[src/rtl/axi_burst_loader_if.sv]
// AXI4 read-channel bundle (AR + R) between the loader
// and a memory-side slave.
interface axi_burst_loader_if #(
    parameter int C_M_AXI_ADDR_WIDTH = 32,
    parameter int C_M_AXI_DATA_WIDTH = 128,
    parameter int C_M_AXI_ID_WIDTH   = 1
);
    logic [C_M_AXI_ID_WIDTH-1:0]   M_AXI_ARID;
    logic [C_M_AXI_ADDR_WIDTH-1:0] M_AXI_ARADDR;
    logic [7:0]                    M_AXI_ARLEN;
    logic [2:0]                    M_AXI_ARSIZE;
    logic [1:0]                    M_AXI_ARBURST;
    logic                          M_AXI_ARVALID;
    logic                          M_AXI_ARREADY;
    logic [C_M_AXI_ID_WIDTH-1:0]   M_AXI_RID;
    logic [C_M_AXI_DATA_WIDTH-1:0] M_AXI_RDATA;
    logic [1:0]                    M_AXI_RRESP;
    logic                          M_AXI_RLAST;
    logic                          M_AXI_RVALID;
    logic                          M_AXI_RREADY;

    modport master (
        output M_AXI_ARID, M_AXI_ARADDR, M_AXI_ARLEN,
        output M_AXI_ARSIZE, M_AXI_ARBURST, M_AXI_ARVALID,
        input  M_AXI_ARREADY,
        input  M_AXI_RID, M_AXI_RDATA, M_AXI_RRESP,
        input  M_AXI_RLAST, M_AXI_RVALID,
        output M_AXI_RREADY
    );

    modport slave (
        input  M_AXI_ARID, M_AXI_ARADDR, M_AXI_ARLEN,
        input  M_AXI_ARSIZE, M_AXI_ARBURST, M_AXI_ARVALID,
        output M_AXI_ARREADY,
        output M_AXI_RID, M_AXI_RDATA, M_AXI_RRESP,
        output M_AXI_RLAST, M_AXI_RVALID,
        input  M_AXI_RREADY
    );
endinterface

[src/rtl/axi_burst_loader.sv]
// AXI4 burst reader that packs R beats into wide RAM words.
// Bursts are split at MAX_BURST_LEN and at 4 KB boundaries.
module axi_burst_loader #(
    parameter int C_M_AXI_ADDR_WIDTH = 32,
    parameter int C_M_AXI_DATA_WIDTH = 128,
    parameter int C_M_AXI_ID_WIDTH   = 1,
    parameter int MAX_BURST_LEN      = 256,
    parameter int INOUT_WIDTH        = 256,
    parameter int RAM_ADDR_WIDTH     = 19
) (
    input  logic                          M_AXI_ACLK,
    input  logic                          M_AXI_ARESETN,
    input  logic                          start,
    input  logic [C_M_AXI_ADDR_WIDTH-1:0] src_addr,
    input  logic [23:0]                   num_beats,
    input  logic [RAM_ADDR_WIDTH-1:0]     dst_addr,
    output logic                          busy,
    output logic                          done,
    output logic                          error,
    axi_burst_loader_if.master            m_axi,
    output logic                          ram_we,
    output logic [RAM_ADDR_WIDTH-1:0]     ram_addr,
    output logic [INOUT_WIDTH-1:0]        ram_wdata
);
    localparam int AW    = C_M_AXI_ADDR_WIDTH;
    localparam int DW    = C_M_AXI_DATA_WIDTH;
    localparam int R     = INOUT_WIDTH / DW;
    localparam int LW    = (R > 1) ? $clog2(R) : 1;
    localparam int SIZE  = $clog2(DW / 8);
    localparam int BYTES = DW / 8;

    typedef enum logic [1:0] {
        S_IDLE, S_ADDR, S_DATA, S_DONE
    } state_t;

    state_t                    r_state;
    state_t                    w_next;
    logic [AW-1:0]             r_addr;
    logic [23:0]               r_remaining;
    logic [RAM_ADDR_WIDTH-1:0] r_dst;
    logic [RAM_ADDR_WIDTH-1:0] r_group;
    logic [8:0]                r_burst_len;
    logic [8:0]                r_beat_cnt;
    logic [LW-1:0]             r_lane;
    logic [INOUT_WIDTH-1:0]    r_pack;
    logic                      r_error;
    logic                      r_ram_we;
    logic [RAM_ADDR_WIDTH-1:0] r_ram_addr;
    logic [INOUT_WIDTH-1:0]    r_ram_wdata;

    logic [12:0]            w_4k_bytes;
    logic [23:0]            w_4k_beats;
    logic [23:0]            w_len24;
    logic [8:0]             w_len;
    logic                   w_beat;
    logic                   w_last_exp;
    logic                   w_bad;
    logic                   w_burst_end;
    logic                   w_xfer_last;
    logic                   w_flush;
    logic [INOUT_WIDTH-1:0] w_word;

    // Burst length: min(remaining, MAX_BURST_LEN, beats to next 4 KB page).
    always_comb begin
        w_4k_bytes = 13'h1000 - {1'b0, r_addr[11:0]};
        w_4k_beats = 24'(w_4k_bytes >> SIZE);
        w_len24    = r_remaining;
        if (w_len24 > 24'(MAX_BURST_LEN)) w_len24 = 24'(MAX_BURST_LEN);
        if (w_len24 > w_4k_beats)         w_len24 = w_4k_beats;
        w_len = w_len24[8:0];
    end

    assign w_beat      = (r_state == S_DATA) & m_axi.M_AXI_RVALID;
    assign w_last_exp  = ((r_beat_cnt + 9'd1) == r_burst_len);
    assign w_bad       = w_beat & ((m_axi.M_AXI_RRESP != 2'b00) |
                                   (m_axi.M_AXI_RLAST != w_last_exp));
    assign w_burst_end = w_beat & (w_last_exp | m_axi.M_AXI_RLAST);
    assign w_xfer_last = (r_remaining == 24'd1);
    assign w_flush     = w_beat & ((r_lane == LW'(R - 1)) | w_xfer_last);

    // Merge the incoming beat into its lane; higher lanes are still zero.
    always_comb begin
        w_word = r_pack;
        w_word[r_lane*DW +: DW] = m_axi.M_AXI_RDATA;
    end

    // Next-state logic; an error or the final beat ends the transfer.
    always_comb begin
        w_next = r_state;
        unique case (r_state)
            S_IDLE: begin
                if (start) w_next = (num_beats == 24'd0) ? S_DONE : S_ADDR;
            end
            S_ADDR: begin
                if (m_axi.M_AXI_ARREADY) w_next = S_DATA;
            end
            S_DATA: begin
                if (w_burst_end)
                    w_next = (!w_xfer_last && !r_error && !w_bad) ? S_ADDR : S_DONE;
            end
            S_DONE: w_next = S_IDLE;
            default: w_next = S_IDLE;
        endcase
    end

    // State register.
    always_ff @(posedge M_AXI_ACLK or negedge M_AXI_ARESETN) begin
        if (!M_AXI_ARESETN) r_state <= S_IDLE;
        else                r_state <= w_next;
    end

    // Transfer bookkeeping, beat packing and RAM write port.
    always_ff @(posedge M_AXI_ACLK or negedge M_AXI_ARESETN) begin
        if (!M_AXI_ARESETN) begin
            r_addr      <= '0;
            r_remaining <= '0;
            r_dst       <= '0;
            r_group     <= '0;
            r_burst_len <= '0;
            r_beat_cnt  <= '0;
            r_lane      <= '0;
            r_pack      <= '0;
            r_error     <= 1'b0;
            r_ram_we    <= 1'b0;
            r_ram_addr  <= '0;
            r_ram_wdata <= '0;
        end else begin
            r_ram_we <= 1'b0;
            if (r_state == S_IDLE && start) begin
                r_addr      <= src_addr;
                r_remaining <= num_beats;
                r_dst       <= dst_addr;
                r_group     <= '0;
                r_lane      <= '0;
                r_pack      <= '0;
                r_error     <= 1'b0;
            end
            if (r_state == S_ADDR && m_axi.M_AXI_ARREADY) begin
                r_burst_len <= w_len;
                r_beat_cnt  <= '0;
            end
            if (w_beat) begin
                r_beat_cnt  <= r_beat_cnt + 9'd1;
                r_remaining <= r_remaining - 24'd1;
                r_addr      <= r_addr + AW'(BYTES);
                if (w_bad) r_error <= 1'b1;
                if (w_flush) begin
                    r_ram_we    <= 1'b1;
                    r_ram_wdata <= w_word;
                    r_ram_addr  <= r_dst + r_group;
                    r_group     <= r_group + 1'b1;
                    r_lane      <= '0;
                    r_pack      <= '0;
                end else begin
                    r_pack <= w_word;
                    r_lane <= r_lane + 1'b1;
                end
            end
        end
    end

    assign busy      = (r_state != S_IDLE);
    assign done      = (r_state == S_DONE);
    assign error     = r_error;
    assign ram_we    = r_ram_we;
    assign ram_addr  = r_ram_addr;
    assign ram_wdata = r_ram_wdata;

    assign m_axi.M_AXI_ARID    = '0;
    assign m_axi.M_AXI_ARSIZE  = 3'(SIZE);
    assign m_axi.M_AXI_ARBURST = 2'b01;
    assign m_axi.M_AXI_ARVALID = (r_state == S_ADDR);
    assign m_axi.M_AXI_ARADDR  = (r_state == S_ADDR) ? r_addr : '0;
    assign m_axi.M_AXI_ARLEN   = (r_state == S_ADDR) ? 8'(w_len - 9'd1) : 8'd0;
    assign m_axi.M_AXI_RREADY  = (r_state == S_DATA);
endmodule

[src/flat_wrapper.sv]
// flat-port wrapper written by rule: the top's interface ports become plain ports
module axi_burst_loader_flat 
#(
    parameter int C_M_AXI_ADDR_WIDTH = 32,
    parameter int C_M_AXI_DATA_WIDTH = 128,
    parameter int C_M_AXI_ID_WIDTH   = 1,
    parameter int MAX_BURST_LEN      = 256,
    parameter int INOUT_WIDTH        = 256,
    parameter int RAM_ADDR_WIDTH     = 19
)
  (M_AXI_ACLK, M_AXI_ARESETN, start, src_addr, num_beats, dst_addr, busy, done, error, ram_we, ram_addr, ram_wdata, m_axi_M_AXI_ARID, m_axi_M_AXI_ARADDR, m_axi_M_AXI_ARLEN, m_axi_M_AXI_ARSIZE, m_axi_M_AXI_ARBURST, m_axi_M_AXI_ARVALID, m_axi_M_AXI_ARREADY, m_axi_M_AXI_RID, m_axi_M_AXI_RDATA, m_axi_M_AXI_RRESP, m_axi_M_AXI_RLAST, m_axi_M_AXI_RVALID, m_axi_M_AXI_RREADY);
  axi_burst_loader_if #(.C_M_AXI_ADDR_WIDTH(C_M_AXI_ADDR_WIDTH), .C_M_AXI_DATA_WIDTH(C_M_AXI_DATA_WIDTH), .C_M_AXI_ID_WIDTH(C_M_AXI_ID_WIDTH)) m_axi_i ();
  input  logic M_AXI_ACLK;
  input  logic M_AXI_ARESETN;
  input  logic start;
  input  logic [C_M_AXI_ADDR_WIDTH-1:0] src_addr;
  input  logic [23:0] num_beats;
  input  logic [RAM_ADDR_WIDTH-1:0] dst_addr;
  output logic busy;
  output logic done;
  output logic error;
  output logic ram_we;
  output logic [RAM_ADDR_WIDTH-1:0] ram_addr;
  output logic [INOUT_WIDTH-1:0] ram_wdata;
  output wire logic [$bits(m_axi_i.M_AXI_ARID)-1:0] m_axi_M_AXI_ARID;
  output wire logic [$bits(m_axi_i.M_AXI_ARADDR)-1:0] m_axi_M_AXI_ARADDR;
  output wire logic [$bits(m_axi_i.M_AXI_ARLEN)-1:0] m_axi_M_AXI_ARLEN;
  output wire logic [$bits(m_axi_i.M_AXI_ARSIZE)-1:0] m_axi_M_AXI_ARSIZE;
  output wire logic [$bits(m_axi_i.M_AXI_ARBURST)-1:0] m_axi_M_AXI_ARBURST;
  output wire logic [$bits(m_axi_i.M_AXI_ARVALID)-1:0] m_axi_M_AXI_ARVALID;
  input wire logic [$bits(m_axi_i.M_AXI_ARREADY)-1:0] m_axi_M_AXI_ARREADY;
  input wire logic [$bits(m_axi_i.M_AXI_RID)-1:0] m_axi_M_AXI_RID;
  input wire logic [$bits(m_axi_i.M_AXI_RDATA)-1:0] m_axi_M_AXI_RDATA;
  input wire logic [$bits(m_axi_i.M_AXI_RRESP)-1:0] m_axi_M_AXI_RRESP;
  input wire logic [$bits(m_axi_i.M_AXI_RLAST)-1:0] m_axi_M_AXI_RLAST;
  input wire logic [$bits(m_axi_i.M_AXI_RVALID)-1:0] m_axi_M_AXI_RVALID;
  output wire logic [$bits(m_axi_i.M_AXI_RREADY)-1:0] m_axi_M_AXI_RREADY;
  assign m_axi_M_AXI_ARID = m_axi_i.M_AXI_ARID;
  assign m_axi_M_AXI_ARADDR = m_axi_i.M_AXI_ARADDR;
  assign m_axi_M_AXI_ARLEN = m_axi_i.M_AXI_ARLEN;
  assign m_axi_M_AXI_ARSIZE = m_axi_i.M_AXI_ARSIZE;
  assign m_axi_M_AXI_ARBURST = m_axi_i.M_AXI_ARBURST;
  assign m_axi_M_AXI_ARVALID = m_axi_i.M_AXI_ARVALID;
  assign m_axi_i.M_AXI_ARREADY = m_axi_M_AXI_ARREADY;
  assign m_axi_i.M_AXI_RID = m_axi_M_AXI_RID;
  assign m_axi_i.M_AXI_RDATA = m_axi_M_AXI_RDATA;
  assign m_axi_i.M_AXI_RRESP = m_axi_M_AXI_RRESP;
  assign m_axi_i.M_AXI_RLAST = m_axi_M_AXI_RLAST;
  assign m_axi_i.M_AXI_RVALID = m_axi_M_AXI_RVALID;
  assign m_axi_M_AXI_RREADY = m_axi_i.M_AXI_RREADY;
  axi_burst_loader #(.C_M_AXI_ADDR_WIDTH(C_M_AXI_ADDR_WIDTH), .C_M_AXI_DATA_WIDTH(C_M_AXI_DATA_WIDTH), .C_M_AXI_ID_WIDTH(C_M_AXI_ID_WIDTH), .MAX_BURST_LEN(MAX_BURST_LEN), .INOUT_WIDTH(INOUT_WIDTH), .RAM_ADDR_WIDTH(RAM_ADDR_WIDTH)) u_core (.M_AXI_ACLK(M_AXI_ACLK), .M_AXI_ARESETN(M_AXI_ARESETN), .start(start), .src_addr(src_addr), .num_beats(num_beats), .dst_addr(dst_addr), .busy(busy), .done(done), .error(error), .m_axi(m_axi_i), .ram_we(ram_we), .ram_addr(ram_addr), .ram_wdata(ram_wdata));
endmodule
[config.mk]
export PLATFORM = sky130hd
export DESIGN_NAME = axi_burst_loader_flat
export DESIGN_NICKNAME = d
export VERILOG_FILES = /design/src/rtl/axi_burst_loader_if.sv /design/src/rtl/axi_burst_loader.sv /design/src/flat_wrapper.sv
export SDC_FILE = /design/constraint.sdc
export NUM_CORES = 1
export LEC_CHECK = 0
export CAP_MARGIN = 20
export CORE_ASPECT_RATIO = 1.1
export CORE_UTILIZATION = 50
export DETAILED_ROUTE_END_ITERATION = 8
export GPL_ROUTABILITY_DRIVEN = 0
export HOLD_SLACK_MARGIN = 0.05
export PLACE_DENSITY_LB_ADDON = 0.05
export SLEW_MARGIN = 15
export SYNTH_ARGS = -nofsm -noshare
export SYNTH_HDL_FRONTEND = slang
export SYNTH_SLANG_ARGS = --single-unit
[constraint.sdc]
create_clock -name M_AXI_ACLK -period 8.78 [get_ports M_AXI_ACLK]
set_input_delay 1.756 -clock M_AXI_ACLK [delete_from_list [all_inputs] [get_ports M_AXI_ACLK]]
set_output_delay 1.756 -clock M_AXI_ACLK [all_outputs]
set_load 0.02 [all_outputs]
* Word level (Yosys, flattened, before mapping)
Index checks and enable logic that the tools add are counted.
** Operators by class
- $add $sub $neg :: 9
- $lt $le $gt $ge :: 2
- Eq/ne operators :: 9
- Shifts and indexed selects :: 2
- Mux-type cells :: 31
- Bitwise logic cells :: 7
- Reductions and logical operators :: 15
** Operators by type and width (count)
- 2-to-1 mux 256 bit :: 3
- bitwise mux 256 bit :: 1
- variable shift 128 x 34 -> 256 bit (first input constant) :: 1
- indexed part select 128 x 34 -> 256 bit :: 1
- 2-to-1 mux 32 bit :: 3
- 2-to-1 mux 24 bit :: 3
- 2-to-1 mux 19 bit :: 3
- negation 8 -> 34 bit :: 1
- adder 32 x 5 -> 32 bit (second input constant) :: 1
- 2-to-1 mux 9 bit :: 3
- == test 24 x 1 -> 1 bit (second input constant) :: 1
- greater-than comparator 24 x 9 -> 1 bit :: 1
- greater-than comparator 24 x 9 -> 1 bit (second input constant) :: 1
- zero test 24 bit :: 1
- subtractor 24 x 1 -> 24 bit (second input constant) :: 1
- adder 19 x 1 -> 19 bit (second input constant) :: 1
- adder 19 bit :: 1
- subtractor 13 x 12 -> 13 bit (first input constant) :: 1
- 2-to-1 mux 2 bit :: 5
- adder 9 x 1 -> 9 bit (second input constant) :: 1
- == test 9 bit :: 1
- 2-to-1 mux 1 bit :: 8
- 2-to-1 mux 8 bit :: 1
- case mux 2 bit (4 select lines) :: 1
- 15 further kinds :: 30
** Storage, ports and cells
- Register bits after elaboration :: 648
- Input port bits :: 212
- Output and inout port bits :: 327
- Logic and storage cells :: 88

* Depth between registers and ports, before layout
- Word-level depth :: 10
- Mapped depth :: 20
- Gate-level depth less buffers :: 18

* Worst setup path after synthesis
Ideal clock, no wire load.
- Path type :: register to output
- Start point :: reg u_core.r_remaining[3]
- End point :: out m_axi_M_AXI_ARLEN[4]
- Arrival :: 4347 ps
- Data required time :: 7024 ps
- Path slack :: 2677 ps
- Cell stages (with the launch flop) :: 20
- Buffers on the path :: 4
- Path through :: dfrtp_1 buf_6 nor4_4 nand3_1 a21oi_1 clkbuf_1 and2_1 ha_1 a21oi_1 nor2_1 a2111oi_0 a21o_1 clkbuf_1 clkbuf_1 a21oi_1 ha_1 a21boi_0 xor2_1 nor2_1 a211oi_1
** Between the ends
- Longest elaborated chain between the ends :: 6
** Ends and longest elaborated chain
- start, declared :: RTL line axi_burst_loader.sv:39 : logic [23:0] r_remaining;
- start signal, assigned :: RTL line axi_burst_loader.sv:131 : r_remaining <= num_beats;
- start signal, assigned :: RTL line axi_burst_loader.sv:144 : r_remaining <= r_remaining - 24'd1;
- greater-than comparator 24 x 9 -> 1 bit :: RTL line axi_burst_loader.sv:68 : if (w_len24 > 24'(MAX_BURST_LEN)) w_len24 = 24'(MAX_BURST_LEN);
- 2-to-1 mux 24 bit (*) :: RTL line axi_burst_loader.sv:68
- greater-than comparator 24 x 9 -> 1 bit :: RTL line axi_burst_loader.sv:69 : if (w_len24 > w_4k_beats) w_len24 = w_4k_beats;
- 2-to-1 mux 9 bit (*) :: RTL line axi_burst_loader.sv:69
- subtractor 8 x 1 -> 8 bit (*) :: RTL line axi_burst_loader.sv:174 : assign m_axi.M_AXI_ARLEN = (r_state == S_ADDR) ? 8'(w_len - 9'd1) : 8'd0;
- 2-to-1 mux 8 bit (*) :: RTL line axi_burst_loader.sv:174
- end, declared :: RTL line flat_wrapper.sv:27 : output wire logic [$bits(m_axi_i.M_AXI_ARLEN)-1:0] m_axi_M_AXI_ARLEN;
Mark *: on every way between the ends. The rest lies on a longest branch, timed or not.

* Final worst setup path
Same ends and word-level chain as after synthesis.

==> metrics.txt <==
status complete, no violations; crit-path max FO 16; post-route antenna net violation count 0; CTS sink cnt about 650; # rows 91; crit path cell chain nor4_4, nand3_1, a21oi_1, and2_1, ha_1, a21oi_1, nor2_1, a2111oi_0, a21o_1, nor2_1, a21oi_1, ha_1, a21boi_0, xor2_1, nor2_1, a211oi_1, clkdlybuf4s50_1; CP max-delay cell clkdlybuf4s50_1; Worst EP arrival 6.15 ns; Post-Place Cells about 3800; critical path class flop to output port; worst-case vdd ir drop 260 uV; Pwr Density 312 nW/um^2; dpl hpwl 53500 um; drt drc 0; CTS Hold Bufs 0; Core Util, Final about two thirds; sequential share of the synthesized area 56.6%; iteration count of the initial detailed-routing pass 6; Ports around 540; share of synthesized registers carrying an async set or reset 100%; Fmax achieved about 130 MHz; H-tree depth 3; CTS clk-pin slew, worst paths 0.06 ns; Final Cell Area 36700 um^2; clk buf depth 3; minimum hold slack 0.478 ns; Die ar. between 50000 and 60000 um^2; crit path launch type flop; mean cell area of the mapped netlist about 11 um^2; Pwr Total around 11 mW; Hold WC Path Type flop to flop; Synth Warn # 0; Reg area 16200 um^2; flops & latches, synth approximately 650; DR iter-0 viols 1549; Layout Cells excl Fill 3917; Post-DP Area 34400 um^2; die height 253 um; root buffer cell clkbuf_16; DR WL/cell 20.9 um; vias in the first global route 22400; post-synth cell types 63; CP Buf/Inv Count 1; CTS buffer count slightly below 70; GR Overflow Total 0; worst-margin pin slew 1.09 ns; Post-CTS Repair Setup Buffers 0; final wirelength slightly above 80000 um; final worst setup slack about 0.87 ns; commonest non-fill, non-tap cell in the layout dfrtp_1; dominant synthesized flop cell dfrtp_1; EDFF count, synth 0; nets 3365; die width 230 um; Setup WS pre-CTS 1.59 ns; footprint of the multi-input gates 11600 um^2; first-pass GRT wire length 128000 um; endpoints failing setup 0; area grow syn2layout 28.1%; largest net degree at the start of global routing 295; GRT Total Usage 28.0%; nature of the critical path endpoint output port; Worst-Skew Late Latency 0.60 ns; core area 56400 um^2; number of max-cap violations 0; Post-Syn Area 28600 um^2; Tmin final 7.91 ns; slew margin rel. 27.2%; commonest non-fill, non-tap cells in the layout 647 x dfrtp_1, 530 x clkdlybuf4s50_1, 452 x nand2_1; layout cells sized above 1 4.77%; Largest stage delay, worst path about 0.67 ns; Leakage 16.7 nW; unrepaired setup endpoints after global routing false; Cells after Synth 2689; DR vias 22300; setup_tns 0 ns; Via density around 5.7; number of port buffers about 530; starting density of the core 50.8%; Final Hold Viols 0; pins over their slew limit 0; Fillers around 4500; post-CTS sizing 0; Period Utilization, post-route 90.0%; CTS tree yes; CP required 7.02 ns; clock skew 0.0160 ns; initial antenna violation count 10; CP delay by family, top compound AO/OA/AOI/OAI gates
[final cells by class]
type,count,share of cell area [%]
flip-flops and latches,648,44.2
inverters,25,0.256
clock inverters,21,0.699
diodes,6,0.0409
multi-input cells,1822,31.6
well taps,744,2.54
clock buffers,101,5.56
repair buffers,550,15.1
[per-layer routing]
layer	part of all wire [%]	vias up	wire length (um)	global-route usage, %
met5	0.039	-	32	0
li1	-	10400	-	-
met2	48	721	39300	45.3
met3	7.2	154	5930	6.88
met4	3.6	6	2950	12.4
met1	41	11000	33700	35.9
[cell families (layout without fill, tap and decap cells)]
| logic type | count (synthesis) | in the layout | synth area share (%) |
|---|---|---|---|
| flops | 648 | 648 | 56.6 |
| buf+inv | 223 | 697 | 3.09 |
| simple gates | 834 | 834 | 13.7 |
| fa+ha+maj | 37 | 37 | 1.64 |
| xor+xnor | 52 | 52 | 1.59 |
| mux | 273 | 273 | 9.57 |
| other cells | 2 | 12 | 0.0262 |
| compound gates | 620 | 620 | 13.8 |
[worst paths after layout]
path                                              startpoint                           endpoint  slack [ns]  depth (start not counted)
setup / recovery           u_core.r_remaining[3]$_DFFE_PN0P_               m_axi_M_AXI_ARLEN[4]        0.87                         17
hold / removal             u_core.ram_wdata[186]$_DFFE_PN0P_  u_core.ram_wdata[186]$_DFFE_PN0P_        0.48                          2
setup reg to reg           u_core.r_remaining[3]$_DFFE_PN0P_  u_core.r_burst_len[6]$_DFFE_PN0P_        4.51                         11
hold reg to reg            u_core.ram_wdata[186]$_DFFE_PN0P_  u_core.ram_wdata[186]$_DFFE_PN0P_        0.48                          2
max in group asynchronous                      M_AXI_ARESETN          u_core.r_lane$_DFFE_PN0P_        6.11                          2
min in group asynchronous                      M_AXI_ARESETN      u_core.r_pack[24]$_DFFE_PN0P_        1.18                          1
[sequential cells by signal, summed over array words and instances, names as in the netlist]
| signal | count |
|---|---|
| u_core.r_pack | 256 |
| u_core.ram_wdata | 256 |
| u_core.r_addr | 32 |
| u_core.r_remaining | 24 |
| u_core.r_dst | 19 |
| u_core.r_group | 19 |
| u_core.ram_addr | 19 |
| u_core.r_beat_cnt | 9 |
| u_core.r_burst_len | 9 |
| u_core.r_state | 2 |
| u_core.error | 1 |
| u_core.r_lane | 1 |
| u_core.ram_we | 1 |
[cells in the mapped netlist, types with 5 or more instances]
library cell	instances	area, um^2
dfrtp_1	648	16200
nand2_1	453	1700
o21ai_0	328	1640
mux2i_1	267	2670
clkbuf_1	176	661
and3_1	135	845
a22o_1	129	1130
nor2_1	67	251
nand3_1	45	225
and2_1	37	231
a21oi_1	36	180
ha_1	36	450
nor3_1	30	150
xnor2_1	28	245
xor2_1	24	210
inv_1	23	86.3
o211ai_1	16	120
a21o_1	15	113
a221o_1	15	150
nand4_1	15	93.8
nor4_1	14	87.6
o311ai_0	12	105
a31oi_1	11	68.8
buf_1	11	41.3
a211oi_1	8	60.1
o21ai_1	8	40.0
a22oi_1	7	52.6
o21a_1	7	52.6
buf_4	6	45.0
mux2_2	6	67.6
o31ai_1	6	45.0
nand2b_1	5	31.3
nor3b_1	5	37.5
or3_1	5	31.3
[worst min-delay path: cells and delay by family, from the launching register on]
family / cells / cell delay [ns]
flops: 1 / 0.34
compound gates: 1 / 0.06
simple gates: 1 / 0.04
[where the power goes]
part	switching (mW)	total, mW	internal (mW)
registers	0.639	4.44	3.80
clock network	1.20	2.96	1.76
logic	2.29	4.05	1.76
Power figures use the tool's default switching activity.
